## src/rtl/demux1x2_buf.sv

```systemverilog
// rtl/demux1x2_buf.sv - 1-to-2 stream demultiplexer with a small FIFO per output
//
// Each accepted input word goes to one of two independent FIFOs, chosen by seletor.
// Each output port shows the oldest word of its FIFO.
//
// Parameters
//   LARGURA       data word width in bits
//   PROFUNDIDADE  entries per output FIFO (power of two, >= 2)
//
// Ports
//   clock                        single clock, rising edge
//   reset_n                      asynchronous, active-low reset
//   entrada / entrada_valida     incoming word and its valid flag
//   seletor                      destination: 0 -> saida0, 1 -> saida1
//   entrada_pronta               the FIFO picked by seletor has free space
//   saidaX / saidaX_valida       head word of FIFO X / FIFO X is not empty
//   saidaX_pronta                consumer X takes the head word
//   contadorX                    words delivered on port X, modulo 256
module demux1x2_buf #(
  parameter int LARGURA      = 32,
  parameter int PROFUNDIDADE = 2
) (
  input  logic               clock,
  input  logic               reset_n,
  input  logic [LARGURA-1:0] entrada,
  input  logic               entrada_valida,
  input  logic               seletor,
  output logic               entrada_pronta,
  output logic [LARGURA-1:0] saida0,
  output logic [LARGURA-1:0] saida1,
  output logic               saida0_valida,
  output logic               saida1_valida,
  input  logic               saida0_pronta,
  input  logic               saida1_pronta,
  output logic [7:0]         contador0,
  output logic [7:0]         contador1
);

  localparam int PW = $clog2(PROFUNDIDADE);
  localparam int CW = PW + 1;

  // Index 0 belongs to output 0 and index 1 to output 1.
  logic [LARGURA-1:0] mem_q      [2][PROFUNDIDADE];
  logic [PW-1:0]      wr_ptr_q   [2];
  logic [PW-1:0]      wr_ptr_d   [2];
  logic [PW-1:0]      rd_ptr_q   [2];
  logic [PW-1:0]      rd_ptr_d   [2];
  logic [CW-1:0]      count_q    [2];
  logic [CW-1:0]      count_d    [2];
  logic [7:0]         contador_q [2];
  logic [7:0]         contador_d [2];

  logic [1:0] sel_hot;
  logic [1:0] full;
  logic [1:0] nonempty;
  logic [1:0] pronta;
  logic [1:0] push;
  logic [1:0] pop;
  logic       accept;

  assign sel_hot = {seletor, ~seletor};
  assign pronta  = {saida1_pronta, saida0_pronta};

  always_comb begin
    for (int x = 0; x < 2; x++) begin
      full[x]     = (count_q[x] == CW'(PROFUNDIDADE));
      nonempty[x] = (count_q[x] != '0);
    end
  end

  // Readiness looks only at occupancy before the edge. A pop on the same edge does
  // not free a slot early, so a full FIFO always refuses its own destination.
  assign entrada_pronta = seletor ? ~full[1] : ~full[0];
  assign accept         = entrada_valida & entrada_pronta;
  assign push           = {2{accept}} & sel_hot;
  assign pop            = nonempty & pronta;

  always_comb begin
    for (int x = 0; x < 2; x++) begin
      // The pointers are exactly PW bits wide, so they wrap modulo PROFUNDIDADE
      // without any extra logic.
      wr_ptr_d[x]   = wr_ptr_q[x] + PW'(push[x]);
      rd_ptr_d[x]   = rd_ptr_q[x] + PW'(pop[x]);
      count_d[x]    = count_q[x] + CW'(push[x]) - CW'(pop[x]);
      contador_d[x] = contador_q[x] + 8'(pop[x]);
    end
  end

  always_ff @(posedge clock or negedge reset_n) begin
    if (!reset_n) begin
      for (int x = 0; x < 2; x++) begin
        wr_ptr_q[x]   <= '0;
        rd_ptr_q[x]   <= '0;
        count_q[x]    <= '0;
        contador_q[x] <= '0;
      end
    end else begin
      for (int x = 0; x < 2; x++) begin
        wr_ptr_q[x]   <= wr_ptr_d[x];
        rd_ptr_q[x]   <= rd_ptr_d[x];
        count_q[x]    <= count_d[x];
        contador_q[x] <= contador_d[x];
      end
    end
  end

  // The storage has no reset. An entry is only visible while the occupancy counter
  // covers it, and the outputs are forced to zero when a FIFO is empty.
  always_ff @(posedge clock) begin
    for (int x = 0; x < 2; x++) begin
      if (push[x]) begin
        mem_q[x][wr_ptr_q[x]] <= entrada;
      end
    end
  end

  assign saida0_valida = nonempty[0];
  assign saida1_valida = nonempty[1];
  assign saida0        = nonempty[0] ? mem_q[0][rd_ptr_q[0]] : '0;
  assign saida1        = nonempty[1] ? mem_q[1][rd_ptr_q[1]] : '0;
  assign contador0     = contador_q[0];
  assign contador1     = contador_q[1];

endmodule

```

## config.mk

```make
export PLATFORM = sky130hd
export DESIGN_NAME = demux1x2_buf
export DESIGN_NICKNAME = d
export VERILOG_FILES = /design/src/rtl/demux1x2_buf.sv
export SDC_FILE = /design/constraint.sdc
export NUM_CORES = 1
export LEC_CHECK = 0
export CORE_ASPECT_RATIO = 1.4
export CORE_MARGIN = 1.5
export CORE_UTILIZATION = 57
export CTS_BUF_LIST = sky130_fd_sc_hd__clkbuf_2
export DETAILED_ROUTE_END_ITERATION = 10
export GPL_TIMING_DRIVEN = 0
export PLACE_DENSITY = 0.87
export SKIP_LAST_GASP = 1
export SLEW_MARGIN = 20
export SYNTH_ARGS = -nofsm -noshare
export SYNTH_HDL_FRONTEND = slang
export SYNTH_SLANG_ARGS = --single-unit
```

## constraint.sdc

```tcl
create_clock -name clock -period 5.56 [get_ports clock]
set_clock_uncertainty 0.2 [all_clocks]
set_input_delay 1.112 -clock clock [delete_from_list [all_inputs] [get_ports clock]]
set_output_delay 1.112 -clock clock [all_outputs]
set_load 0.01 [all_outputs]
```

# Word-level counts from Yosys, hierarchy flattened
# Memory sizes are Yosys's and may differ from the RTL's.
# Index checks and enable logic that the tools add are counted.
[op_classes]
n_lt_le_gt_ge = 6
add_sub_neg = 10
muxes = 20
eq_ne = 2
reduce_logical = 5
bitwise_logic = 10
[ops]
columns = ["cell", "n"]
rows = [
  ["32-bit 2-to-1 mux", 10],
  ["64-bit 2-to-1 mux", 4],
  ["32-bit demux with 1-bit select", 2],
  ["64-bit OR reduction", 1],
  ["8-bit by 1-bit adder with 8-bit output", 2],
  ["2-bit greater-or-equal comparator, second input constant", 4],
  ["1-bit NOT with 2-bit output", 4],
  ["1-bit adder", 4],
  ["2-bit by 1-bit adder with 2-bit output", 2],
  ["2-bit bitwise AND", 2],
  ["2-bit == test, second input constant", 2],
  ["2-bit by 1-bit < comparator with 1-bit output, second input constant", 2],
  ["1-bit 2-to-1 mux", 4],
  ["2-bit nonzero test", 2],
  ["2-bit by 1-bit subtractor with 2-bit output", 2],
  ["1-bit NOT", 3],
  ["1-bit logical AND", 2],
  ["1-bit bitwise AND", 1],
]
[word_totals]
in_bits = 38
elab_cells = 62
mem_bits_rw = 128
out_inout_bits = 83
ff_bits = 24
mem_count = 1
[mem_list]
columns = ["name", "words", "word_bits", "read_ports", "rd_ports_with_merged_regs", "write_ports", "line", "text"]
rows = [
  ["mem_q", 2, 64, 2, 0, 1, "43", "logic [LARGURA-1:0] mem_q [2][PROFUNDIDADE];"],
]

# Longest topological paths before layout
[logic_depth]
depth_word = 9
ltp_mapped = 8
mapped_depth_nobuf = 8

# Worst setup path before layout
# Ideal clock, no wire load.
[synth_timing]
kind = "input-to-reg"
startpoint = "input entrada_valida"
endpoint = "memory mem_q[0][64] (netlist bit) (enable)"
cell_stages = 3
arrival_ns = 2.219
setup_time_ns = 0.392
t_required_ns = 4.968
setup_slack_ns = 2.748
cell_sequence = "nand2_1 -> nor2_1 -> ha_1"
[synth_between]
elab_chain_cells = 6
elab_cells_between_ends = 9
classes_between = "6 x mux; 2 x bitwise; 1 x reduce/logical"
[synth_rtl]
columns = ["item", "line", "text"]
rows = [
  ["start, declared", "26", "input logic entrada_valida,"],
  ["1-bit bitwise AND *", "74", "assign accept = entrada_valida & entrada_pronta;"],
  ["2-bit bitwise AND *", "75", "assign push = {2{accept}} & sel_hot;"],
  ["1-bit 2-to-1 mux", "111", "if (push[x]) begin"],
  ["64-bit 2-to-1 mux (not written as such)", "112", "mem_q[x][wr_ptr_q[x]] <= entrada;"],
  ["64-bit OR reduction (no line)", "n/a", ""],
  ["1-bit 2-to-1 mux (no line) or 64-bit 2-to-1 mux (tied branches)", "n/a", ""],
  ["end, declared", "43", ""],
]
# Every way passes the cells marked *; elsewhere a longest branch is shown, timed or not.

# Worst setup path after layout
[layout_timing]
startpoint = "register count_q[0] (netlist bit)"
endpoint = "output saida1[23]"
[layout_between]
elab_chain_cells = 2
[layout_rtl]
columns = ["item", "line", "text"]
rows = [
  ["start, declared", "48", "logic [CW-1:0] count_q [2];"],
  ["start signal, assigned by index", "101", "count_q[x] <= count_d[x];"],
  ["2-bit nonzero test", "67", "nonempty[x] = (count_q[x] != '0);"],
  ["32-bit 2-to-1 mux", "120", "assign saida1 = nonempty[1] ? mem_q[1][rd_ptr_q[1]] : '0;"],
  ["end, declared", "30", "output logic [LARGURA-1:0] saida1,"],
]
# No other way between the ends.

==> metrics.txt <==
Crit path arrival time 2550 ps; clock buffer depth 2; crit path cell chain nor2_4 > clkbuf_1 > nor2_1 > clkdlybuf4s50_1; RSZ-0062 raised after global routing no; Synth cell types 24; Clock Tree Root clkbuf_2; core box area 10,000 um2; vias in the first global route 3,517; Hold Crit Class in -> async; Die H 123 um; Fin. Hold Viols 0; clock sinks 152; Relative slew margins 0.628; critical path endpoint category output pin; Pins Over Slew Limit 0; critical path data required time 4250 ps; Max Fclk 259 MHz; mapped cell area 5910 um2; die width 89.1 um; CTS tree done; I/O Buffers 120; layout cell share with drive strength beyond 1 0.101; Buf/Inv on CP 2; Initial Utilization 0.591; Synthesis Warnings 0; Net Sw Frac 0.330; Levels on crit path 4; Psw 1.28 mW; first-pass GRT wire length 17.4 mm; total of max-cap violations 0; flop2flop setup slack 3310 ps; status finished, final reports clean; DR DRC count 0; Global Route Usage Sum 0.224; # nets final 554; power share of the clock group 0.168; Final min period 3860 ps; filler instances 604; PD cells 505 nW/um2; Inserted Clock Buffers 17; area growth from synthesis to layout 29.5%; GR Overflow Total 0; post-synth top area share 0.650; fraction of power consumed by sequential logic 0.398; DR vias/cell 5.23; die area 11,000 um2; DP Wirelength 7.84 mm; max incr delay on CP 510 ps; worst-margin pin slew 559 ps; TritonRoute pass-1 iters 5; Crit Path Max Fanout 10; Period Utilization, post-route 0.694; overall via count from detail_route 3,413; slowest stage cell on the critical path clkdlybuf4s50_1; Top FF cell, synth edfxtp_1; worst vdd ir 0.257 mV; post-cts sizing count 0; Worst Setup SP count_q[0]$_DFF_PN0_; crit path to saida1[23]; Logic pwr share 0.434; Yosys reg bits 152; Setup WS pre-CTS 1840 ps; # IOs 121; Leak Pwr 2.93 nW; ys async rst share 0.158; FF-to-FF Start count_q[1]$_DFF_PN0_; DRT antenna net count 0; crit-path leading delay family buffers and inverters; cts hold-fix bufs 0; synthesized area per cell 16.3 um2; initial antenna violation count 1; r2r endpoint mem_q[0][82]$_DFFE_PP_; Final setup viols 0; Synth top cells by count 128 x edfxtp_1, 69 x nor2_1, 64 x mux2i_1; final worst slack 1700 ps; Seq/Total Area, Yosys 0.752; Gate Count Post-Synth 363; DR WL/cell 17.8 um; CP Class reg -> out; H-tree depth 4; biggest area consumer among synthesized cells edfxtp_1; clk_lat worst skew 670 ps; leading post-synthesis cells by cell area edfxtp_1 65%, mux2i_1 11%, dfrtp_1 10%, nor2_1 4.4%, ha_1 2.1%; largest net degree at the start of global routing 26; post-CTS setup buffers 0; Pint 2.59 mW; Syn Nets 411; setup TNS 0 ps; worst reg-to-reg path cell count 5; Total Wirelength 11.6 mm; leading cell type by number of instances after synthesis edfxtp_1; Post-synth EDFFs 128; num rows 43; Startpoint Class flop; clk slew on worst S/H paths 200 ps; First DRT Iteration DRCs 200; Routability Congestion 0.739
-- layout by cell type, fill, tap and decap left out --
cell type / n
a21oi_1: 2
a41oi_1: 1
and2_1: 1
and3_1: 2
and3b_1: 1
buf_12: 1
buf_16: 3
buf_2: 5
buf_4: 6
bufinv_16: 4
clkbuf_1: 4
clkbuf_2: 17
clkdlybuf4s50_1: 119
clkinv_1: 1
clkinv_2: 4
clkinv_4: 3
dfrtp_1: 24
diode_2: 1
edfxtp_1: 128
ha_1: 6
ha_2: 4
inv_1: 9
inv_6: 1
mux2i_1: 64
nand2_1: 6
nand2b_1: 1
nand3_1: 7
nand3_2: 1
nor2_1: 69
nor2_2: 1
nor2_4: 1
nor3_4: 1
or2_1: 1
xnor2_1: 14
xor2_1: 5
-- cells by family after synthesis --
group,count (synthesis),share of synthesized area
DFF,152,0.752
and+or+nand+nor,92,0.0678
muxes,64,0.108
buffers and inverters,23,0.0193
xor gates and xnor gates,19,0.0282
adders and majority gates,10,0.0212
AOI/OAI and AO/OA,3,0.00318
-- layer usage --
layer	global-route usage	wire, um	vias to the layer above
li1	-	-	1596
met1	0.244	4400	1690
met2	0.397	6460	114
met3	0.0688	562	13
met4	0.0990	169	0
met5	0	0	-
-- worst min-delay path by stage --
stage / slack, ps / start / depth (start not counted) / end
CTS: 300 / contador0[7]$_DFF_PN0_ / 1 / contador0[7]$_DFF_PN0_
global placement: 260 / contador1[7]$_DFF_PN0_ / 1 / contador1[7]$_DFF_PN0_
floorplan: 290 / count_q[3]$_DFF_PN0_ / 1 / count_q[3]$_DFF_PN0_
finish: 180 / reset_n / 1 / contador0[3]$_DFF_PN0_
global route: 120 / reset_n / 1 / contador0[2]$_DFF_PN0_
detailed placement: 270 / contador0[7]$_DFF_PN0_ / 1 / contador0[7]$_DFF_PN0_
-- through the flow --
step	utilization	cells	power, mW	hold WS [ps]	cell area (um2)
2_1_floorplan	-	363	2.38	286	5910
3_3_place_gp	0.727	618	3.19	264	7280
3_5_place_dp	0.739	622	3.26	270	7390
4_1_cts	0.765	652	3.91	297	7660
5_1_grt	0.765	653	4.07	119	7650
6_report	0.765	653	3.87	184	7650
-- flip-flops by register name (all words and copies together), names as in the netlist --
register,flops
count_q,4
contador1,8
contador0,8
wr_ptr_q,2
rd_ptr_q,2
mem_q,128
-- layout make-up --
type / instances / area [um2] / area share
Timing Repair Buffer: 124 / 1300 / 0.170
Inverter: 9 / 33.8 / 0.00441
Multi-Input combinational cell: 188 / 1360 / 0.178
Clock buffer: 17 / 85.1 / 0.0111
Tap cell: 135 / 169 / 0.0221
Buffer: 14 / 80.1 / 0.0105
Antenna cell: 1 / 2.50 / 0.000327
Sequential cell: 152 / 4440 / 0.581
Clock inverter: 13 / 179 / 0.0234
-- power by group through the flow --
stage | clock network (mW) | logic, mW | registers (mW)
after floorplan | 0 | 0.805 | 1.57
after global placement | 0 | 1.63 | 1.56
after detailed placement | 0 | 1.69 | 1.57
after CTS | 0.665 | 1.70 | 1.54
after global routing | 0.707 | 1.80 | 1.56
final | 0.650 | 1.68 | 1.54
No activity file was read; power rests on OpenSTA's default activity.
==> patch 1: new RTL, config.mk and constraints unchanged <==
Set the parameter `LARGURA` to 64 (it was 32).
--- a/src/rtl/demux1x2_buf.sv
+++ b/src/rtl/demux1x2_buf.sv
@@ -19,3 +19,3 @@
 module demux1x2_buf #(
-  parameter int LARGURA      = 32,
+  parameter int LARGURA      = 64,
   parameter int PROFUNDIDADE = 2
Interface: changed (resized entrada, saida0 and saida1); port bits go from 121 to 217. No check against the original RTL was run, so the function may have changed too.
==> patch 1 against the original RTL <==
Worst setup slack got worse by 160 ps. Power rose by 83%. Final area rose by 82%. Sequential cell count rose by 128. Cell count rose by 85%. Largest power group unchanged. Largest cell class unchanged. Wire length rose by 100%. Maximum frequency fell by 4.0%. Highest routed layer unchanged. Critical path type unchanged. Area after synthesis rose by 82%.
==> patch 1: results (changes against the original RTL) <==
* Status: complete, no violations (unchanged)
* Ranking of synthesized cells by area: edfxtp_1 71%, mux2i_1 12%, dfrtp_1 5.6% (was edfxtp_1 65%, mux2i_1 11%, dfrtp_1 10%)
* Worst path slowest cell: clkdlybuf4s50_1 (unchanged)
* Sw Ratio at 34.2% (was 33.0%)
* Hold WC Path Type: primary input to async pin (unchanged)
* Vias in the first global route at 6558 (was 3517)
* Largest net degree at the start of global routing at 35 (was 26)
* Synth cell count leaders: 256 x edfxtp_1, 133 x nor2_1, 128 x mux2i_1 (was 128 x edfxtp_1, 69 x nor2_1, 64 x mux2i_1)
* Initial antenna violation count at 3 (was 1)
* Net Count, Synth at 712 (was 411)
* Postcts setup bufs at 0 (unchanged)
* Post-CTS resize count at 0 (unchanged)
* Top_reg_cell synth: edfxtp_1 (unchanged)
* Clk_lat worst skew at 810 ps (was 670 ps)
* Layout cell share with drive strength beyond 1 at 13.9% (was 10.1%)
* Seq/Total Area, Yosys at 77.0% (was 75.2%)
* 1st-iter DRT viols at 346 (was 200)
* CP max stage delay at 540 ps (was 510 ps)
* Actual slew at the worst max-slew pin at 561 ps (was 559 ps)
* First-pass GRT wire length at 35.1 mm (was 17.4 mm)
* DRT Pass-1 Iters at 5 (unchanged)
* Post-DP HPWL at 15.3 mm (was 7.84 mm)
* WL final at 23.4 mm (was 11.6 mm)
* Layout net count at 992 (was 554)
* Arrival time worst endpoint at 2710 ps (was 2550 ps)
* Max Root-Sink Buffers at 3 (was 2)
* Max reg flops at 256 (was 128)
* Fraction of registers with async set or reset after synthesis at 8.57% (was 15.8%)
* Placed cell areas at 13400 um2 (was 7390 um2)
* Pre-CTS setup slack at 1810 ps (was 1840 ps)
* Vias at 6326 (was 3413)
* Cell variety after synth at 23 (was 24)
* Crit-path max FO at 10 (unchanged)
* Total number of H-tree levels at 2 (was 4)
* GPL Wtd Cong at 0.811 (was 0.739)
* I/O Buffers at 216 (was 120)
* Overall routing resource usage at 23.8% (was 22.4%)
* Synth warnings at 0 (unchanged)
* Clock Tree Root: clkbuf_2 (unchanged)
* CTS buffer count at 58 (was 17)
* Maximum vdd ir drop at 0.282 mV (was 0.257 mV)
* Post-synth EDFFs at 256 (was 128)
* Filler instances at 1117 (was 604)
* P_leak at 0.00533 uW (was 0.00293 uW)
* Worst-path clk slew at 120 ps (was 200 ps)
patch 1: cell types whose count changed after synthesis:
cell      unedited run  this run
and3_1               2         3
and3b_1              1         0
buf_2                4        11
buf_4                6         7
buf_6                0        10
clkbuf_1             4         0
edfxtp_1           128       256
mux2i_1             64       128
nand2_1              6         5
nand3b_1             0         1
nor2_1              69       133
nor2_4               1         0
patch 1: per-layer routing:
metal / wire, um / GRT usage (%) / up-vias
met2: 12500 / 42.9 / 256
met5: 0 / 0 / -
met1: 8700 / 26.8 / 3084
met3: 1280 / 5.39 / 63
met4: 893 / 11.3 / 0
li1: - / - / 2923
patch 1: metrics by stage:
step | utilization, % | instances | hold slack (ps)
2_1_floorplan | - | 632 | 268
3_3_place_gp | 71.4 | 1092 | 260
3_5_place_dp | 72.1 | 1096 | 269
4_1_cts | 75.0 | 1202 | 282
5_1_grt | 75.0 | 1203 | 12.5
6_report | 75.0 | 1205 | 66.0
patch 1: layout make-up:
type	instances	area share, %
flip-flops and latches	280	59.6
multi-input cells	315	16.3
repair buffers	220	16.1
clock buffers	87	3.13
well taps	244	2.20
plain buffers	28	1.58
clock inverters	19	0.729
inverters	9	0.243
diodes	3	0.0540
patch 1: path summary, 6_finish.rpt:
kind | from | to | slack [ps] | depth (start not counted)
max | count_q[0] | saida1[36] | 1540 | 5
min reg2reg | contador1[7] | contador1[7] | 280 | 1
max reg2reg | count_q[1] | mem_q[0][235] | 3230 | 5
min in group clock | contador1[7] | contador1[7] | 280 | 1
min | reset_n | wr_ptr_q[1] | 70 | 1
max in group asynchronous | reset_n | count_q[2] | 4720 | 1
patch 1: worst max-delay path: cells and delay by family, from the launching register on:
| family | cells | cell delay (ps) |
|---|---|---|
| DFF | 1 | 460 |
| buffers and inverters | 3 | 1140 |
| and+or+nand+nor | 2 | 310 |
patch 1: cell families (layout without fill, tap and decap cells):
| kind of cell | count (synthesis) | after routing | synth area share (%) |
|---|---|---|---|
| DFF | 280 | 280 | 77.0 |
| and+or+nand+nor | 155 | 155 | 5.86 |
| muxes | 128 | 128 | 11.9 |
| buffers and inverters | 37 | 363 | 2.36 |
| xor gates and xnor gates | 19 | 19 | 1.55 |
| adders and majority gates | 10 | 10 | 1.16 |
| AOI/OAI and AO/OA | 3 | 3 | 0.174 |
| other | 0 | 3 | 0 |
patch 1: power by group through the flow:
stage	sequential, uW	clock (uW)	combinational, uW
final	2770	1190	3120
after global routing	2790	1320	3310
after CTS	2770	1230	3150
after detailed placement	2820	0	3130
after global placement	2820	0	3040
after floorplan	2810	0	1500
==> patch 2: new RTL, same flow settings <==
Made on the original files. Put a register stage on the outputs `saida0`, `saida1`, `saida0_valida`, `saida1_valida`, `contador0` and `contador1`, with the module's reset. The values now appear one clock later. The other outputs are not delayed to match.
--- a/src/rtl/demux1x2_buf.sv
+++ b/src/rtl/demux1x2_buf.sv
@@ -116,8 +116,19 @@
 
-  assign saida0_valida = nonempty[0];
-  assign saida1_valida = nonempty[1];
-  assign saida0        = nonempty[0] ? mem_q[0][rd_ptr_q[0]] : '0;
-  assign saida1        = nonempty[1] ? mem_q[1][rd_ptr_q[1]] : '0;
-  assign contador0     = contador_q[0];
-  assign contador1     = contador_q[1];
+  always_ff @(posedge clock or negedge reset_n) begin
+    if (!reset_n) begin
+      saida0        <= '0;
+      saida1        <= '0;
+      saida0_valida <= '0;
+      saida1_valida <= '0;
+      contador0     <= '0;
+      contador1     <= '0;
+    end else begin
+      saida0        <= nonempty[0] ? mem_q[0][rd_ptr_q[0]] : '0;
+      saida1        <= nonempty[1] ? mem_q[1][rd_ptr_q[1]] : '0;
+      saida0_valida <= nonempty[0];
+      saida1_valida <= nonempty[1];
+      contador0     <= contador_q[0];
+      contador1     <= contador_q[1];
+    end
+  end
 
Behaviour: not the same (Yosys sat finds a counterexample within 4 cycles, from zero or initial values and one cycle with reset_n low).
==> patch 2 against the original RTL <==
Worst hold slack better by 13 ps. Power grew 31%. Utilization is 2.6 points lower. Worst setup slack improved by 110 ps. Final area up 30%. Wire length is 27% higher. Area after synthesis up 35%. Maximum frequency rose by 3.0%. Sequential power up 62%. Sequential cell count up 82. Die area up 34%. Global-route usage down 1.1 points.
==> patch 2: results (changes against the original RTL) <==
* Status: complete, no violations (unchanged)
* Actual slew at the worst max-slew pin at 560 ps (was 559 ps)
* CTS buffer count at 51 (was 17)
* Hold endpoint: contador0[0]
* Met3 wire len at 752 um (was 562 um)
* Non-clk buf share at 14.2% (was 18.0%)
* Overall routing resource usage at 21.3% (was 22.4%)
* First-pass GRT wire length at 23.1 mm (was 17.4 mm)
* GPL Wtd Cong at 0.743 (was 0.739)
* Clk_lat worst skew at 720 ps (was 670 ps)
* Crit-path max FO at 5 (was 10)
* Met1 GRT Util at 23.3% (was 24.4%)
* Storage element area at 6500 um2 (was 4440 um2)
* Net Count, Synth at 493 (was 411)
* 1st-iter DRT viols at 142 (was 200)
* Hold_buf cts at 1 (was 0)
* Met3 Use GR at 4.99% (was 6.88%)
* CP max stage delay at 570 ps (was 510 ps)
* Met2 wire len at 8.25 mm (was 6.46 mm)
* Vias in the first global route at 4609 (was 3517)
* Layout cell share with drive strength beyond 1 at 15.1% (was 10.1%)
* Reg2Reg Setup Slack at 3400 ps (was 3310 ps)
* DRT Pass-1 Iters at 4 (was 5)
* Seq/Total Area, Yosys at 81.6% (was 75.2%)
* Post-DP HPWL at 9.52 mm (was 7.84 mm)
* Vias per cell at 4.98 (was 5.23)
* Post-Synth Adder-Cell Area at 1.57% (was 2.12%)
* XOR/XNOR share of the synthesized area at 2.09% (was 2.82%)
* P_leak at 0.00414 uW (was 0.00293 uW)
* Complex-gate fraction of the synthesized area at 0.236% (was 0.318%)
* # clk buffers at 74 (was 17)
* Post-Route M1 WL at 5.37 mm (was 4.40 mm)
* Largest net degree at the start of global routing at 76 (was 26)
* Routed length per instance at 17.4 um (was 17.8 um)
* Non-clock buffers at 140 (was 138)
* Final clock-cell share at 4.41% (was 3.45%)
* Max Root-Sink Buffers at 3 (was 2)
* Synth cell count leaders: 128 x edfxtp_1, 106 x dfrtp_1, 69 x nor2_1 (was 128 x edfxtp_1, 69 x nor2_1, 64 x mux2i_1)
* Maximum vdd ir drop at 0.216 mV (was 0.257 mV)
* Worst-path clk slew at 100 ps (was 200 ps)
* Layout net count at 672 (was 554)
* Fraction of registers with async set or reset after synthesis at 45.3% (was 15.8%)
* Mux cell area share after synthesis at 8.05% (was 10.8%)
[patch 2: changes by cell type in the layout (fill, tap and decap cells not counted), sizes merged]
cell	delta
dlygate4sd3	+1
clkbuf	+57
clkinv	+10
buf	+1
dfrtp	+82
inv	-1
bufinv	-4
[patch 2: power by group through the flow]
stage / clock network, uW / logic, uW / registers (uW)
4_1_cts: 995 / 1650 / 2500
3_3_place_gp: 0 / 1560 / 2520
5_1_grt: 1080 / 1750 / 2530
3_5_place_dp: 0 / 1650 / 2530
6_report: 960 / 1620 / 2500
2_1_floorplan: 0 / 646 / 2630
[patch 2: stage by stage]
stage | setup TNS [ps] | hold WS (ps) | worst slack, ps | instances | cell area, um2
2_1_floorplan | 0 | 160 | 2750 | 445 | 7960
3_3_place_gp | -53790 | 167 | -515 | 747 | 9390
3_5_place_dp | 0 | 176 | 1800 | 752 | 9520
4_1_cts | 0 | 199 | 1810 | 845 | 9970
5_1_grt | 0 | 221 | 1780 | 846 | 9980
6_report | 0 | 196 | 1820 | 846 | 9980
